<file path="src/rtl/dm_store_buffer.sv">
// Store buffer: encodes sw/sh/sb into word address, byte enables and
// lane-replicated data, queues them in a FIFO and drains under wen/ack.

module dm_sb_lane #(
    parameter int LANE = 0
) (
    input  logic [1:0] op,
    input  logic [1:0] a,
    input  logic [7:0] w_byte,
    input  logic [7:0] h_byte,
    input  logic [7:0] b_byte,
    output logic       be,
    output logic [7:0] lane_data
);
    localparam logic [1:0] LN = LANE[1:0];

    always_comb begin
        be        = 1'b0;
        lane_data = w_byte;
        case (op)
            2'b00: begin
                be        = 1'b1;
                lane_data = w_byte;
            end
            2'b01: begin
                be        = (a[1] == LN[1]);
                lane_data = h_byte;
            end
            2'b10: begin
                be        = (a == LN);
                lane_data = b_byte;
            end
            default: be = 1'b0;
        endcase
    end
endmodule

module dm_store_buffer #(
    parameter int DEPTH = 4,
    parameter int PTR_W = 2
) (
    input  logic             clk,
    input  logic             reset,
    input  logic             st_valid,
    output logic             st_ready,
    input  logic [1:0]       st_op,
    input  logic [31:0]      st_addr,
    input  logic [31:0]      st_data,
    output logic             mem_wen,
    output logic [31:0]      mem_addr,
    output logic [3:0]       mem_be,
    output logic [31:0]      mem_wdata,
    input  logic             mem_ack,
    input  logic [31:0]      ld_addr,
    output logic             ld_hit,
    output logic             misalign,
    output logic [31:0]      misalign_addr,
    output logic [PTR_W:0]   count
);
    localparam int NUM_LANES = 4;

    typedef struct packed {
        logic [29:0] waddr;
        logic [3:0]  be;
        logic [31:0] data;
    } sb_entry_t;

    sb_entry_t                       entries [DEPTH];
    sb_entry_t                       head;
    logic [PTR_W-1:0]                wr_ptr, rd_ptr;
    logic [NUM_LANES-1:0]            enc_be;
    logic [NUM_LANES-1:0][7:0]       enc_data;
    logic [DEPTH-1:0]                hit_vec;
    logic                            accept, legal, rsvd, push, pop, mis_now;
    logic                            unused_ld_lo;

    assign unused_ld_lo = ^ld_addr[1:0];

    // Per-byte-lane encoders: halfword lanes take the low or high byte of
    // st_data[15:0] by lane parity, byte lanes all replicate st_data[7:0].
    for (genvar i = 0; i < NUM_LANES; i++) begin : g_lane
        dm_sb_lane #(.LANE(i)) u_lane (
            .op        (st_op),
            .a         (st_addr[1:0]),
            .w_byte    (st_data[8*i +: 8]),
            .h_byte    (st_data[8*(i%2) +: 8]),
            .b_byte    (st_data[7:0]),
            .be        (enc_be[i]),
            .lane_data (enc_data[i])
        );
    end

    always_comb begin
        legal = 1'b0;
        case (st_op)
            2'b00:   legal = (st_addr[1:0] == 2'b00);
            2'b01:   legal = ~st_addr[0];
            2'b10:   legal = 1'b1;
            default: legal = 1'b0;
        endcase
    end

    assign st_ready = (count != (PTR_W+1)'(DEPTH));
    assign accept   = st_valid && st_ready;
    assign rsvd     = (st_op == 2'b11);
    assign push     = accept && legal;
    assign mis_now  = accept && !rsvd && !legal;
    assign mem_wen  = (count != '0);
    assign pop      = mem_ack && mem_wen;

    assign head      = entries[rd_ptr];
    assign mem_addr  = {head.waddr, 2'b00};
    assign mem_be    = head.be;
    assign mem_wdata = head.data;

    always_ff @(posedge clk) begin
        if (reset) begin
            wr_ptr        <= '0;
            rd_ptr        <= '0;
            count         <= '0;
            misalign      <= 1'b0;
            misalign_addr <= '0;
        end else begin
            if (push) wr_ptr <= wr_ptr + 1'b1;
            if (pop)  rd_ptr <= rd_ptr + 1'b1;
            case ({push, pop})
                2'b10:   count <= count + 1'b1;
                2'b01:   count <= count - 1'b1;
                default: count <= count;
            endcase
            misalign <= mis_now;
            if (mis_now) misalign_addr <= st_addr;
        end
    end

    // Storage is never cleared; occupancy is tracked by count alone.
    always_ff @(posedge clk) begin
        if (push) entries[wr_ptr] <= '{waddr: st_addr[31:2], be: enc_be, data: enc_data};
    end

    // An entry is occupied when its distance from rd_ptr is below count, so
    // the head still matches while being acked and a same-cycle push does not.
    for (genvar e = 0; e < DEPTH; e++) begin : g_hit
        logic [PTR_W-1:0] off;
        assign off        = PTR_W'(e) - rd_ptr;
        assign hit_vec[e] = ({1'b0, off} < count) && (entries[e].waddr == ld_addr[31:2]);
    end

    assign ld_hit = |hit_vec;
endmodule

</file>
<file path="config.mk">
export PLATFORM = sky130hd
export DESIGN_NAME = dm_store_buffer
export DESIGN_NICKNAME = d
export VERILOG_FILES = /design/src/rtl/dm_store_buffer.sv
export SDC_FILE = /design/constraint.sdc
export NUM_CORES = 1
export LEC_CHECK = 0
export CORE_MARGIN = 2
export CORE_UTILIZATION = 49
export CTS_CLUSTER_DIAMETER = 50
export DETAILED_ROUTE_END_ITERATION = 16
export PLACE_DENSITY = 0.86
export SETUP_SLACK_MARGIN = 0.2
export SKIP_CTS_REPAIR_TIMING = 1
export SYNTH_ARGS = -nofsm -noshare
export SYNTH_HDL_FRONTEND = slang
export SYNTH_SLANG_ARGS = --single-unit
</file>
<file path="constraint.sdc">
create_clock -name clk -period 3.4 [get_ports clk]
set_input_delay 0.51 -clock clk [delete_from_list [all_inputs] [get_ports clk]]
set_output_delay 0.51 -clock clk [all_outputs]
set_load 0.1 [all_outputs]
</file>
==> out/metrics.csv, run 1 <==
stage,metric,value,unit
outcome,status,finished clean,
detailed_routing,drtPass1Iterations,5,
yosys,async_flop_share,0,%
sta,maxSlewViolCount,0,
power,leakage,0.005497,µW
yosys,synth_top_flop_cell,edfxtp_1,
sta,fin_ws,250.1,ps
final_layout,fill_cells,1892,
yosys,synth_area_per_cell,16.34,µm²
job,cap_violations,0,
final_layout,fin_nets,1141,
detailed_routing,routed-via-count,8169,
sta,rsz0062_at_grt,no,
worst_setup_path,critPathRequiredTime,2890,ps
place,place_congestion,0.9020,
power,vdd_drop_max,564.7,µV
final_layout,drive_gt1_share,23.74,%
die,rows,60,
final_layout,seqCellArea,0.008780,mm²
sta,min_period,3150,ps
global_route,grt-ovfl-total,0,
sta,period_share,92.64,%
clock_network,ctsRootBufferMaster,clkbuf_16,
worst_setup_path,arrival,2640,ps
detailed_routing,postRouteAntennaNets,0,
sta,skew,21.62,ps
yosys,yosys_warnings,0,
die,die_width,168.4,µm
die,ios,209,
sta,timing.fmax,317.5,MHz
worst_setup_path,startpoint_type,input pin,
place,place_ws,187.9,ps
global_route,track_usage,24.77,%
sta,slew_headroom,32.23,%
clock_network,clockBufferDepth,3,
sta,tightestPinTransition,1013,ps
detailed_routing,drc,0,
final_layout,multiInputGateArea,0.004192,mm²
detailed_routing,initialDrtViolationCount,731,
yosys,synth_cells,811,
yosys,ys_types,43,
global_route,grt_pass1_vias,8526,
die,dieHeight,168.4,µm
worst_setup_path,critPathCaptureType,output port,
yosys,synth-seq-cells,306,
die,initial_core_util,49.57,%
yosys,seq_area_frac_synth,66.18,%
detailed_routing,wl_per_cell,24.87,µm
final_layout,area_delta_synth_final,26.75,%
clock_network,cts_tree,yes,
global_route,grt_pass1_wl,52040,µm
hold_path,hold_path_class,reg2reg,
global_route,grt_max_degree,42,
clock_network,worst_skew_pair.late_latency,520,ps
sta,hold_viol,0,
detailed_routing,via_per_inst,5.852,
place,place_hpwl,23500,µm
detailed_routing,routed_wl,34720,µm
clock_network,cts_max_level,2,
die,die-area,0.02837,mm²
sta,finalSetupViolations,0,
power,power,11900,µW
power,powerDensity,708.6,mW/mm²
clock_network,cts.clk_slew.worst_paths,50,ps
sta,tns,0,ps
place,port_buffers,204,
global_route,antenna_found_initial,1,
worst_setup_path,crit_path_max_fanout,4,
clock_network,cts_sinks,306,
yosys,synth_edf_count,264,
die,core_area,0.02673,mm²
clock_network,numCtsBuffers,37,
worst_setup_path,path_class,in2out,
yosys,synth.cell_area,0.01325,mm²
## worst paths after layout
| kind | start | end | slack (ps) | depth (start not counted) |
|---|---|---|---|---|
| worst min-delay path | misalign_addr[1]$_SDFFE_PP0P_ | misalign_addr[1]$_SDFFE_PP0P_ | 480 | 2 |
| worst max register to register | count[0]$_SDFFE_PP0P_ | count[2]$_SDFFE_PP0P_ | 1030 | 10 |
| worst min register to register | misalign_addr[1]$_SDFFE_PP0P_ | misalign_addr[1]$_SDFFE_PP0P_ | 480 | 2 |
| worst max-delay path | ld_addr[22] | ld_hit | 250 | 7 |
## report_power, final
group          leakage (µW)  switching [µW]  internal [µW]
clock              0.000563            1540           2120
sequential          0.00274             146           4230
combinational       0.00220            2800           1070
## kinds of logic (layout without fill, tap and decap cells)
kind of cell / after synthesis / count (layout) / share of synthesized area, %
AO/OA/AOI/OAI: 100 / 100 / 4.391
XOR/XNOR: 126 / 126 / 8.329
adder cells (fa/ha/maj): 15 / 15 / 1.473
buffers and inverters: 69 / 310 / 2.474
flip-flops: 306 / 306 / 66.18
multiplexers: 83 / 83 / 12.65
other: 1 / 4 / 0.02830
AND/OR/NAND/NOR: 111 / 111 / 4.467
## critical path: stages
cell	delay, ps
clkdlybuf4s50_1	630
xor2_1	150
nor4_1	410
nand4_1	160
or3_1	380
nand4_1	190
buf_12	210
## cell type report
class,count,share of cell area [%]
antenna,2,0.02980
clock inverter,17,0.8419
tap,341,2.541
inverter,14,0.3129
sequential,306,52.28
clock buffer,51,6.013
timing repair buffer,228,13.02
multi-input combinational,437,24.96
## cell usage after synthesis, types with 20 or more instances
| master | number | area (µm²) |
|---|---|---|
| buf_2 | 20 | 100.1 |
| clkbuf_1 | 21 | 78.83 |
| nand4_1 | 21 | 131.4 |
| o21ai_0 | 21 | 105.1 |
| xor2_1 | 48 | 420.4 |
| xnor2_1 | 78 | 683.2 |
| edfxtp_1 | 264 | 7928 |
| dfxtp_1 | 42 | 840.8 |
| a21oi_1 | 48 | 240.2 |
| nand3_1 | 36 | 180.2 |
| mux4_2 | 66 | 1486 |
| nor2_1 | 23 | 86.33 |
## registers in the layout (all words and copies together), names as in the netlist, named ones only
register       count
entries          264
wr_ptr             2
rd_ptr             2
misalign           1
misalign_addr     32
count              3
## per-stage QoR
stage	instance area, µm²	std cells	hold WS (ps)	util (%)
final	16790	1396	477.6	62.84
after floorplan	13260	812	513.6	-
after CTS	16760	1394	477.2	62.71
after global routing	16790	1394	507.5	62.82
after detailed placement	15610	1326	470.2	58.40
after global placement	15610	1326	463.9	58.40
## layer usage
metal,routed length [µm],GRT usage (%)
met1,12300,29.63
met2,17260,42.71
met3,3747,7.358
met4,1396,9.070
met5,11,0
## cells in the final DEF (no fill, tap or decap), types with 11 or more instances in the layout
master	n
nand3_1	36
xnor2_1	77
edfxtp_1	264
mux2_2	16
xor2_1	48
clkdlybuf4s50_1	135
dfxtp_1	37
mux4_2	66
inv_1	14
buf_4	82
nand4_1	21
o21ai_0	21
clkbuf_1	12
buf_12	11
clkbuf_16	38
a21oi_1	48
ha_1	14
nor2_1	22
o21ai_1	12
(Power assumes the default switching activity.)
==> run 2: changes to the inputs <==
CORE_UTILIZATION = 45   (was 49)
CTS_CLUSTER_SIZE = 40   (was unset)
GPL_TIMING_DRIVEN = 0   (was unset)
PLACE_DENSITY = 0.8   (was 0.86)
==> run 2 against run 1 <==
  * Clock power rose by 2%
  * First-iteration DRC count rose by 7.5%
  * Sequential power fell by 2%
  * Critical path depth did not move
  * Register-to-register slack got worse by 150 ps
  * Non-clock buffer count rose by 18
  * Final cell count rose by 3.6%
  * Fmax fell by 1.3%
  * Clock skew rose by 3.1 ps
  * Largest cell class unchanged
==> out/metrics.csv, run 2 (synthesis results as in run 1) <==
stage,metric,value,unit
outcome,status,finished clean,
worst_setup_path,critPathRequiredTime,2890,ps
sta,maxSlewViolCount,0,
detailed_routing,wl_met2,16930,µm
worst_setup_path,cp-startpoint,ld_addr[13],
power,power,11910,µW
sta,hold_viol,0,
global_route,grt_max_degree,39,
worst_setup_path,startpoint_type,input pin,
sta,slew_headroom,27.47,%
global_route,track_usage,22.41,%
die,ios,209,
place,place_congestion,0.9243,
detailed_routing,drtPass1Iterations,5,
clock_network,numCtsBuffers,31,
die,dieHeight,175.6,µm
sta,finalSetupViolations,0,
detailed_routing,routed-via-count,8139,
detailed_routing,postRouteAntennaNets,0,
detailed_routing,drt-met1-wl,13210,µm
worst_setup_path,crit_path_max_fanout,4,
detailed_routing,dr_wl_met3,3427,µm
sta,timing.fmax,313.5,MHz
detailed_routing,initialDrtViolationCount,786,
power,powerDensity,709.5,mW/mm²
clock_network,cts_max_level,1,
final_layout,layout_common_cells,"264 x edfxtp_1, 120 x clkdlybuf4s50_1, 77 x xnor2_1",
die,core_area,0.02886,mm²
global_route,grt-ovfl-total,0,
worst_setup_path,rrSetupSlack,880,ps
place,place_hpwl,24800,µm
global_route,grt_pass1_vias,8279,
sta,tightestPinTransition,1086,ps
worst_setup_path,arrival,2680,ps
final_layout,mostFrequentLayoutCell,edfxtp_1,
clock_network,ctsRootBufferMaster,clkbuf_16,
detailed_routing,drc,0,
detailed_routing,wl_per_cell,23.98,µm
final_layout,regMostFlops,entries,
worst_setup_path,timing.rr.end,count[2]$_SDFFE_PP0P_,
detailed_routing,via_per_inst,5.629,
clock_network,cts.clk_slew.worst_paths,70,ps
detailed_routing,routed_wl,34680,µm
final_layout,largest_reg_flops,264,
clock_network,clockBufferDepth,3,
clock_network,cts_sinks,306,
die,die-area,0.03083,mm²
clock_network,worst_skew_pair.late_latency,580,ps
power,vdd_drop_max,649.8,µV
final_layout,seqCellArea,0.008772,mm²
final_layout,multiInputGateArea,0.004175,mm²
detailed_routing,topRoutingLayerUsed,met5,
sta,period_share,93.82,%
clock_network,cts_tree,yes,
die,initial_core_util,45.91,%
sta,fin_ws,210.2,ps
final_layout,fill_cells,2222,
sta,skew,24.69,ps
hold_path,hold_path_class,in2reg,
die,die_width,175.6,µm
final_layout,fin_nets,1153,
final_layout,drive_gt1_share,22.15,%
worst_setup_path,cp-endpoint,ld_hit,
sta,min_period,3190,ps
power,leakage,0.005687,µW
sta,rsz0062_at_grt,yes,
global_route,antenna_found_initial,3,
worst_setup_path,worstRegToRegCells,10,
worst_setup_path,r2r_start,count[0]$_SDFFE_PP0P_,
global_route,grt_pass1_wl,50960,µm
place,port_buffers,187,
place,place_ws,-648.1,ps
die,rows,62,
final_layout,area_delta_synth_final,26.71,%
final_layout,top_regs,"entries x264, misalign_addr x32, count x3",
worst_setup_path,critPathCaptureType,output port,
worst_setup_path,path_class,in2out,
job,cap_violations,0,
==> run 2: changes by cell type in the layout (fill, tap and decap cells not counted), moves of 10 or more <==
cell             delta
clkdlybuf4s50_1    -15
clkbuf_2           +39
clkbuf_1           +10
buf_12             -11
buf_4              -77
dlymetal6s2s_1     +25
buf_2              +24
==> run 2: through the flow <==
| step | TNS, ps | hold WS [ps] | std cells | instance area [µm²] | utilization (%) |
|---|---|---|---|---|---|
| 2_1_floorplan | 0 | 513.6 | 812 | 13260 | - |
| 3_3_place_gp | -148050 | 469.5 | 1383 | 15610 | 54.11 |
| 3_5_place_dp | -648.1 | 471.3 | 1387 | 15730 | 54.50 |
| 4_1_cts | -23670 | 257.8 | 1445 | 16900 | 58.56 |
| 5_1_grt | 0 | 281.4 | 1446 | 16790 | 58.17 |
| 6_report | 0 | 275.6 | 1446 | 16790 | 58.17 |
==> run 2: layout make-up <==
cell class                      count  area share [%]
Timing Repair Buffer              191           10.99
Antenna cell                        1         0.01491
Clock inverter                     23           2.154
Clock buffer                       35           4.815
Inverter                           14          0.3130
Multi-Input combinational cell    437           24.87
Tap cell                          384           2.862
Sequential cell                   306           52.25
Buffer                             55           1.729
==> run 2: layer usage <==
| layer | track usage, % | vias to the layer above |
|---|---|---|
| met1 | 28.81 | 4048 |
| met4 | 6.921 | 4 |
| met5 | 0 | - |
| met2 | 37.50 | 426 |
| met3 | 5.909 | 76 |
| li1 | - | 3585 |
==> run 2: worst min-delay path by stage <==
stage                     slack [ps]                             end                            from  cells after the start
after floorplan                  510          wr_ptr[1]$_SDFFE_PP0P_          wr_ptr[1]$_SDFFE_PP0P_                      2
after global placement           470  misalign_addr[29]$_SDFFE_PP0P_  misalign_addr[29]$_SDFFE_PP0P_                      2
after detailed placement         470   misalign_addr[9]$_SDFFE_PP0P_   misalign_addr[9]$_SDFFE_PP0P_                      2
after CTS                        260             misalign$_SDFF_PP0_                           reset                      2
after global routing             280             misalign$_SDFF_PP0_                           reset                      2
final                            280             misalign$_SDFF_PP0_                           reset                      2
==> run 2: where the power goes <==
group          internal, µW  leakage (µW)  total (µW)  switching [µW]
registers              4220       0.00273        4300            87.0
clock network          1970      0.000568        3730            1760
logic                  1010       0.00238        3880            2870
==> run 2: worst max-delay path: stages <==
cell and delay, ps:
clkdlybuf4s50_1 660, xor2_1 170, nor4_1 450, nand3_1 160, or3_1 330, nand4_1 170, buf_8 230
==> run 3: changes to the inputs <==
ABC_CLOCK_PERIOD_IN_PS = 3400   (was unset)
CORE_MARGIN = 4   (was 2)
==> run 3 against run 2 <==
  * Total power is 2.4% lower
  * Critical path depth stayed put
  * Die area is 4.6% higher
  * Final cell count is 0.35% lower
  * First-iteration DRC count is 0.13% lower
  * Worst setup slack worse by 40 ps
  * Fmax is 1.2% lower
  * Register-to-register slack better by 80 ps
  * Final area is 0.88% lower
  * Largest cell class unchanged
==> out/metrics.csv, run 3 (synthesis results as in run 1) <==
stage,metric,value,unit
outcome,status,finished clean,
power,vdd_drop_max,744.7,µV
die,die-area,0.03225,mm²
detailed_routing,drtPass1Iterations,5,
detailed_routing,routed_wl,34690,µm
global_route,track_usage,20.67,%
die,dieHeight,179.6,µm
worst_setup_path,crit_path_max_fanout,4,
final_layout,area_delta_synth_final,25.59,%
clock_network,worst_skew_pair.late_latency,550,ps
final_layout,regMostFlops,entries,
sta,min_period,3230,ps
job,cap_violations,0,
worst_setup_path,critPathCaptureType,output port,
sta,skew,14.76,ps
final_layout,mostFrequentLayoutCell,edfxtp_1,
global_route,grt_pass1_vias,8159,
clock_network,cts_sinks,306,
worst_setup_path,worstRegToRegCells,10,
place,place_congestion,0.9839,
detailed_routing,routed-via-count,7998,
die,ios,209,
detailed_routing,initialDrtViolationCount,785,
die,core_area,0.02886,mm²
sta,maxSlewViolCount,0,
clock_network,cts.clk_slew.worst_paths,70,ps
die,die_width,179.6,µm
sta,timing.fmax,309.6,MHz
worst_setup_path,rrSetupSlack,960,ps
sta,tightestPinTransition,1072,ps
clock_network,cts_tree,yes,
global_route,grt-ovfl-total,0,
final_layout,top_regs,"entries x264, misalign_addr x32, count x3",
final_layout,layout_common_cells,"264 x edfxtp_1, 120 x clkdlybuf4s50_1, 77 x xnor2_1",
final_layout,fin_nets,1151,
sta,hold_viol,0,
die,rows,62,
global_route,antenna_found_initial,3,
sta,whs,325.3,ps
detailed_routing,drc,0,
die,initial_core_util,45.91,%
final_layout,largest_reg_flops,264,
detailed_routing,via_per_inst,5.550,
power,leakage,0.005603,µW
worst_setup_path,arrival,2720,ps
sta,slew_headroom,28.40,%
final_layout,drive_gt1_share,21.88,%
global_route,use_met1,26.97,%
clock_network,ctsRootBufferMaster,clkbuf_16,
global_route,grt_busiest_layer,met2,
global_route,grtUsageMet3,5.881,%
hold_path,hold_path_depth,2,
worst_setup_path,startpoint_type,input pin,
detailed_routing,postRouteAntennaNets,0,
clock_network,numCtsBuffers,29,
clock_network,cts_max_level,1,
power,powerDensity,698.5,mW/mm²
global_route,grt.met2_usage,34.39,%
place,place_hpwl,25040,µm
place,port_buffers,187,
sta,period_share,95.00,%
sta,rsz0062_at_grt,yes,
sta,finalSetupViolations,0,
global_route,grt_max_degree,39,
worst_setup_path,path_class,in2out,
hold_path,hold_path_class,in2reg,
detailed_routing,wl_per_cell,24.07,µm
global_route,grt_pass1_wl,51220,µm
clock_network,clockBufferDepth,3,
worst_setup_path,critPathRequiredTime,2890,ps
final_layout,final_util,57.66,%
## run 3: changes by cell type in the layout (fill, tap and decap cells not counted), moves of 2 or more
cell / before / now
buf_2: 24 / 29
clkbuf_2: 39 / 35
clkbuf_16: 31 / 29
clkbuf_4: 4 / 2
clkinv_16: 2 / 0
clkinvlp_4: 0 / 2
inv_16: 4 / 2
inv_8: 2 / 4
## run 3: routing by layer
| metal | wire length [µm] | vias to the layer above |
|---|---|---|
| li1 | - | 3558 |
| met1 | 13380 | 3985 |
| met3 | 3355 | 58 |
| met2 | 17070 | 393 |
| met5 | 27 | - |
| met4 | 856 | 4 |
## run 3: layout make-up
type | count | area, µm²
diodes | 1 | 2.502
plain buffers | 55 | 290.3
fillers | 2270 | 12220
well taps | 384 | 480.5
repair buffers | 191 | 1829
multi-input cells | 437 | 4175
inverters | 14 | 52.55
clock inverters | 23 | 307.8
flip-flops and latches | 306 | 8772
clock buffers | 30 | 729.5
## run 3: where the power goes
part	leakage (µW)	internal, µW	switching (µW)
combinational	0.00237	1000	2870
sequential	0.00273	4220	84.5
clock	0.000497	1840	1610
total	0.00560	7060	4560
## run 3: worst paths after layout
kind | from | endpoint
max | ld_addr[13] | ld_hit
min reg2reg | misalign_addr[26]$_SDFFE_PP0P_ | misalign_addr[26]$_SDFFE_PP0P_
min | reset | misalign$_SDFF_PP0_
max reg2reg | count[2]$_SDFFE_PP0P_ | count[2]$_SDFFE_PP0P_
## run 3: through the flow
| step | setup TNS, ps | std cells | power, µW | worst slack (ps) | instance area (µm²) |
|---|---|---|---|---|---|
| finish | 0 | 1441 | 11620 | 170.0 | 16640 |
| global route | 0 | 1441 | 11990 | 129.4 | 16640 |
| CTS | -23270 | 1440 | 11820 | -732.0 | 16760 |
| detailed placement | -834.2 | 1387 | 8391 | -629.9 | 15720 |
| global placement | -141930 | 1383 | 8360 | -649.7 | 15610 |
| floorplan | 0 | 812 | 7373 | 123.3 | 13260 |
## run 3: critical path, stage by stage
cell and delay (ps):
clkdlybuf4s50_1 650, xor2_1 200, nor4_1 450, nand3_1 170, or3_1 330, nand4_1 180, buf_8 230
